<file path="src/rtl/pipe_sel_mux.sv">
// N-way WIDTH-bit channel selector followed by a DEPTH-stage registered pipeline
// with stall/flush, carrying a valid bit and an out-of-range select flag per stage.
module pipe_sel_mux #(
  parameter int unsigned     WIDTH     = 32,
  parameter int unsigned     N         = 4,
  parameter int unsigned     SEL_W     = 2,
  parameter int unsigned     DEPTH     = 1,
  parameter logic [WIDTH-1:0] RESET_VAL = '0
) (
  input  logic                 clk,
  input  logic                 rst_n,
  input  logic [N*WIDTH-1:0]   in_data,
  input  logic                 in_valid,
  input  logic [SEL_W-1:0]     sel,
  input  logic                 stall,
  input  logic                 flush,
  output logic [WIDTH-1:0]     out_data,
  output logic                 out_valid,
  output logic                 sel_err
);

  logic [WIDTH-1:0] pick_c;
  logic             hit_c;
  logic             err_c;

  logic [WIDTH-1:0] data_q [DEPTH];
  logic [DEPTH-1:0] valid_q;
  logic [DEPTH-1:0] err_q;

  // Front-end select; an unmatched index falls back to RESET_VAL.
  always_comb begin
    pick_c = RESET_VAL;
    hit_c  = 1'b0;
    for (int k = 0; k < int'(N); k++) begin
      if (sel == SEL_W'(k)) begin
        pick_c = in_data[k*WIDTH +: WIDTH];
        hit_c  = 1'b1;
      end
    end
    err_c = in_valid & ~hit_c;
  end

  // Stage 0 captures the selected item.
  always_ff @(posedge clk) begin
    if (!rst_n || flush) begin
      data_q[0]  <= RESET_VAL;
      valid_q[0] <= 1'b0;
      err_q[0]   <= 1'b0;
    end else if (!stall) begin
      data_q[0]  <= pick_c;
      valid_q[0] <= in_valid;
      err_q[0]   <= err_c;
    end
  end

  // Later stages shift the previous stage forward under the same control.
  for (genvar g = 1; g < int'(DEPTH); g++) begin : g_stage
    always_ff @(posedge clk) begin
      if (!rst_n || flush) begin
        data_q[g]  <= RESET_VAL;
        valid_q[g] <= 1'b0;
        err_q[g]   <= 1'b0;
      end else if (!stall) begin
        data_q[g]  <= data_q[g-1];
        valid_q[g] <= valid_q[g-1];
        err_q[g]   <= err_q[g-1];
      end
    end
  end

  assign out_data  = data_q[DEPTH-1];
  assign out_valid = valid_q[DEPTH-1];
  assign sel_err   = err_q[DEPTH-1];

endmodule

</file>
<file path="config.mk">
export PLATFORM = sky130hd
export DESIGN_NAME = pipe_sel_mux
export DESIGN_NICKNAME = d
export VERILOG_FILES = /design/src/rtl/pipe_sel_mux.sv
export SDC_FILE = /design/constraint.sdc
export NUM_CORES = 1
export LEC_CHECK = 0
export CAP_MARGIN = 20
export CORE_MARGIN = 2
export CORE_UTILIZATION = 25
export DETAILED_ROUTE_END_ITERATION = 8
export PLACE_DENSITY = 0.73
export SETUP_SLACK_MARGIN = 0.4
export SLEW_MARGIN = 20
export SYNTH_ARGS = -nofsm -noshare
export SYNTH_HDL_FRONTEND = slang
export SYNTH_SLANG_ARGS = --single-unit
</file>
<file path="constraint.sdc">
create_clock -name clk -period 1.8 [get_ports clk]
set_clock_uncertainty 0.2 [all_clocks]
set_input_delay 0.18 -clock clk [delete_from_list [all_inputs] [get_ports clk]]
set_output_delay 0.18 -clock clk [all_outputs]
set_load 0.1 [all_outputs]
</file>
# == Yosys cells after proc, flatten, opt, wreduce, memory -nomap -nowiden ==
# Memory sizes are Yosys's and may differ from the RTL's.
# Index checks and enable logic that the tools add are counted.
# totals
elab_cells,27
register_bits,2
inputBits,135
mem_count,1
ramBits,32
output_inout_bits,34
# mem_list
name,depth,width,rd,rd_clocked_by_memory_dff,write_ports,line_no,text
data_q,1,32,1,0,1,26,logic [WIDTH-1:0] data_q [DEPTH];
# op_classes
n_eq_ne,3
muxes,15
reduce_logical,4
bitwise_logic,2
# op_table
cell,n
32-bit two-way mux,5
32-bit OR reduction,1
1-bit two-way mux,10
"2-bit equality test, second input constant",2
"2-bit by 1-bit equality test with 1-bit output, second input constant",1
2-bit logical NOT,1
1-bit AND,1
1-bit logical NOT,1
1-bit logical OR,1
1-bit NOT,1

# == Depth between registers and ports, before layout ==
# depth
ltp_word,7
mapped_depth,4
ltp_nobuf,2

# == Worst setup path after synthesis ==
# Ideal clock, no wire load.
# synth_path
path_type,input -> register
start,input rst_n
end,memory data_q[0][0] (enable)
setup_time_ps,390
path_buffers,0
setup_slack_ps,202
required_ps,1210
cell_stages,2
t_arrival_ps,1008
cell_sequence,nor2b_1 > nand2_1
# synth_between
elab_chain_cells,6
# synth_lines
element,line_no,text
start: declaration,11,"input logic rst_n,"
1-bit logical NOT (*),45,if (!rst_n || flush) begin
1-bit logical OR (*),45,
1-bit two-way mux,45,
1-bit two-way mux (not written as such),50,data_q[0] <= pick_c;
32-bit OR reduction (no line),--,
1-bit two-way mux (no line) (*),--,
end: declaration,26,
# Mark *: on every way between the ends. The rest lies on a longest branch, timed or not.

# == Worst setup path in the final report ==
# layout_path
start,input flush
end,"memory data_q[0][3], data pin"
# layout_between
elab_chain_cells,5
# layout_lines
element,line_no,text
start: declaration,16,"input logic flush,"
1-bit logical OR,45,
1-bit two-way mux,45,
1-bit two-way mux (not written as such),50,
32-bit OR reduction (no line),--,
32-bit two-way mux (no line),--,
# Every way passes these cells.

==> results.txt <==
----------------------------------------------------
[Floorplanning]
  Core box area ... between 0.008 and 0.009 sq mm
  Number of cell rows ... 33
  Total die area ... about 0.009 sq mm
  Starting density of the core ... 25.4%
  Number of top-level pins ... ~170
  Die span in x ... 94.7 um
  Chip height ... 94.7 um

[Timing]
  Setup repair after global routing missed its margin ... no
  Crit share post-route ... 76.5%
  Max-slew headroom at the worst pin ... around 79%
  Final critical delay including setup and external delays ... 1.38 ns
  Highest clock rate ... 726 MHz
  Final worst-path setup slack ... 0.422 ns
  Hold violation total from the final report ... 0
  Setup violators final ... 0
  Total negative setup slack ... 0 ns
  Final max-slew violation count ... 0
  Transition time at the pin with the least slew margin ... 0.302 ns

[Synth]
  Fraction of the mapped netlist area in simple logic gates ... around 2.1%
  Xor/xnor cell area share of the yosys netlist ... 0%
  Post-synthesis adder-cell area fraction ... 0%
  Post-synthesis register bit count ... 34
  Synthesized instance count ... 152
  Synthesized area per cell ... 13.5 sq um
  Number of nets in the synthesized netlist ... approximately 290
  Multiplexer share of the synthesized area ... 31.7%
  Sequential fraction of the synthesis area ... 48.7%
  Post-synthesis compound-gate area fraction ... between 10% and 20%
  Post-synthesis instance area ... 0.00205 sq mm
  Dominant combinational cell family by area after synthesis ... multiplexers
  Yosys Warn Count ... 0
  Cell variety after synth ... 13

[Detailed routing]
  Met2 layer wire length in the routed design ... 3.47 mm
  Total iterations of the first detailed-routing run ... 4
  Starting DRT DRC Count ... 16
  Average wire per standard cell ... 16.0 um
  Met3 Routed Length ... 718 um
  Max Used Layer ... met4
  Number of nets still failing antenna checks after routing ... 0
  Wire length on met1 ... ~2.6 mm
  Vias per std cell ... 4.64
  Drc violations ... 0
  Vias post-DR ... 2008
  DRT Wirelength ... slightly below 7 mm

[Layout]
  P&R area growth vs syn ... 122%
  Proportion of layout cells with a drive suffix above 1 ... 28.4%
  Nets@finish ... 462
  Non-filler instance count after layout ... 433
  Ant. Diodes ... 0

[Critical path]
  Critical Path Sink Type ... flop
  CP Data Arrival Time ... 1.30 ns
  WS Path Type ... in2reg
  First element of the critical path ... flush
  Crit start category ... input port
  Highest fanout seen on the critical path ... 8
  Critical path required time ... around 1.7 ns
  Critical R2R Launch ... out_valid

[CTS]
  H-tree Lvls ... 2
  Clock slew seen by the registers of the worst setup and hold paths ... 0.07 ns
  CTS tree ... done
  Clock latency on the worst-skew pair ... 0.28 ns
  Worst-case clock buffer depth ... 2
  Post-CTS setup repair buffer count ... 0
  Root Driver ... sky130_fd_sc_hd__clkbuf_8
  CTS buffer count ... 5
  Number of clock sinks seen by CTS ... 34

[Global routing]
  Global-route wire length before repair ... 10.1 mm
  Initial antenna violation count ... 0
  Maximum number of pins on one net before global-route repair ... 36
  Gr ovfl total ... 0
  Total track usage ... 14.9%
  Vias in the first global route ... ~2100

[Run status]
  Run status ... complete, no violations

[Placement]
  Number of port buffers ... 168
  HPWL after detailed placement ... 5.19 mm
  Final GP Congestion ... 0.645
  Cell count after placement ... between 400 and 500
  Worst Setup Slack post-DPL ... -0.103 ns

[Hold path]
  Hold wc startpoint ... stall
  Path type of the worst min-delay path ... in2reg

[Power and ir drop]
  PD cells ... 581 mW/mm^2
  Static Leak ... 1.88 nW
  Max IR drop VDD ... around 0.21 mV

[Job]
  Max-cap violations ... 0

----------------------------------------------------
==> area by class of cell <==
class | instances | area [sq um]
Tap cell | 105 | 131
Clock buffer | 6 | 72.6
Sequential cell | 34 | 1000
Clock inverter | 2 | 8.76
Fill cell | 690 | 3530
Multi-Input combinational cell | 103 | 1100
Timing Repair Buffer | 183 | 2250
==> layout by cell type, fill, tap and decap left out <==
cell,count
sky130_fd_sc_hd__clkinv_1,1
sky130_fd_sc_hd__buf_12,40
sky130_fd_sc_hd__buf_2,3
sky130_fd_sc_hd__buf_4,7
sky130_fd_sc_hd__dfxtp_2,2
sky130_fd_sc_hd__clkbuf_8,5
sky130_fd_sc_hd__clkbuf_1,1
sky130_fd_sc_hd__o22ai_1,4
sky130_fd_sc_hd__nand4bb_2,1
sky130_fd_sc_hd__o22ai_2,25
sky130_fd_sc_hd__mux2i_1,65
sky130_fd_sc_hd__edfxtp_1,32
sky130_fd_sc_hd__o22ai_4,3
sky130_fd_sc_hd__or4b_4,1
sky130_fd_sc_hd__buf_16,3
sky130_fd_sc_hd__nand2_2,1
sky130_fd_sc_hd__clkdlybuf4s50_1,129
sky130_fd_sc_hd__clkinv_2,1
sky130_fd_sc_hd__clkbuf_2,1
sky130_fd_sc_hd__and3_1,1
sky130_fd_sc_hd__nor2b_1,2
==> routing by layer <==
metal	track usage, %	vias up
met5	0	-
met4	4.47	0
met3	4.95	9
met2	27.2	106
met1	16.2	929
li1	-	964
==> report_power, final <==
group | internal, mW | leakage [nW] | total [mW] | switching [mW]
Sequential | 0.921 | 0.385 | 0.961 | 0.0407
Clock | 0.266 | 0.0426 | 0.540 | 0.274
Combinational | 0.572 | 1.45 | 1.15 | 0.580
Total | 1.76 | 1.88 | 2.65 | 0.895
==> flip-flops by register name, indices dropped and copies added, names as in the netlist <==
signal,count
data_q,32
sel_err,1
out_valid,1
==> worst max-delay path, cell delays in order <==
cell                      delay (ns)
sky130_fd_sc_hd__buf_2          0.11
sky130_fd_sc_hd__or4b_4         0.65
sky130_fd_sc_hd__buf_12         0.20
sky130_fd_sc_hd__o22ai_4        0.16
==> cell usage after synthesis <==
cell type	n	area (sq um)
sky130_fd_sc_hd__mux2i_1	65	651
sky130_fd_sc_hd__edfxtp_1	32	961
sky130_fd_sc_hd__o22ai_1	21	131
sky130_fd_sc_hd__o22ai_2	11	138
sky130_fd_sc_hd__buf_2	9	45.0
sky130_fd_sc_hd__buf_6	3	33.8
sky130_fd_sc_hd__clkbuf_1	3	11.3
sky130_fd_sc_hd__dfxtp_1	2	40.0
sky130_fd_sc_hd__nor2b_1	2	12.5
sky130_fd_sc_hd__and3_1	1	6.26
sky130_fd_sc_hd__nand2_1	1	3.75
sky130_fd_sc_hd__nand4bb_1	1	11.3
sky130_fd_sc_hd__or4b_1	1	10.0
==> kinds of logic (layout without fill, tap and decap cells) <==
group | count (synthesis) | count (layout)
AOI/OAI and AO/OA | 32 | 32
buffers and inverters | 15 | 191
DFF | 34 | 34
muxes | 65 | 65
and+or+nand+nor | 6 | 6
==> per-stage QoR <==
step	instance area (sq um)	hold WS (ns)	power, mW	utilization [%]
floorplan	2080	0.132	1.51	-
CTS	4540	0.0808	2.68	56.1
detailed placement	4290	0.302	2.10	53.1
global placement	4290	0.296	2.09	53.1
global route	4570	0.0978	2.75	56.4
finish	4570	0.0912	2.65	56.4
==> final timing paths <==
| path | cells after the start | slack [ns] | endpoint |
|---|---|---|---|
| min | 3 | 0.09 | sel_err |
| max | 4 | 0.42 | data_q[0][3] |
| min reg2reg | 1 | 0.31 | sel_err |
| max reg2reg | 2 | 0.98 | out_valid |
==> what timing repair did <==
item                       in CTS  in global routing
pin swaps                       3                  0
setup endpoints to repair      59                  5
cloned                          3                  0
hold buffers                    0                  0
gates resized for setup        32                  6
(Power assumes the default switching activity.)
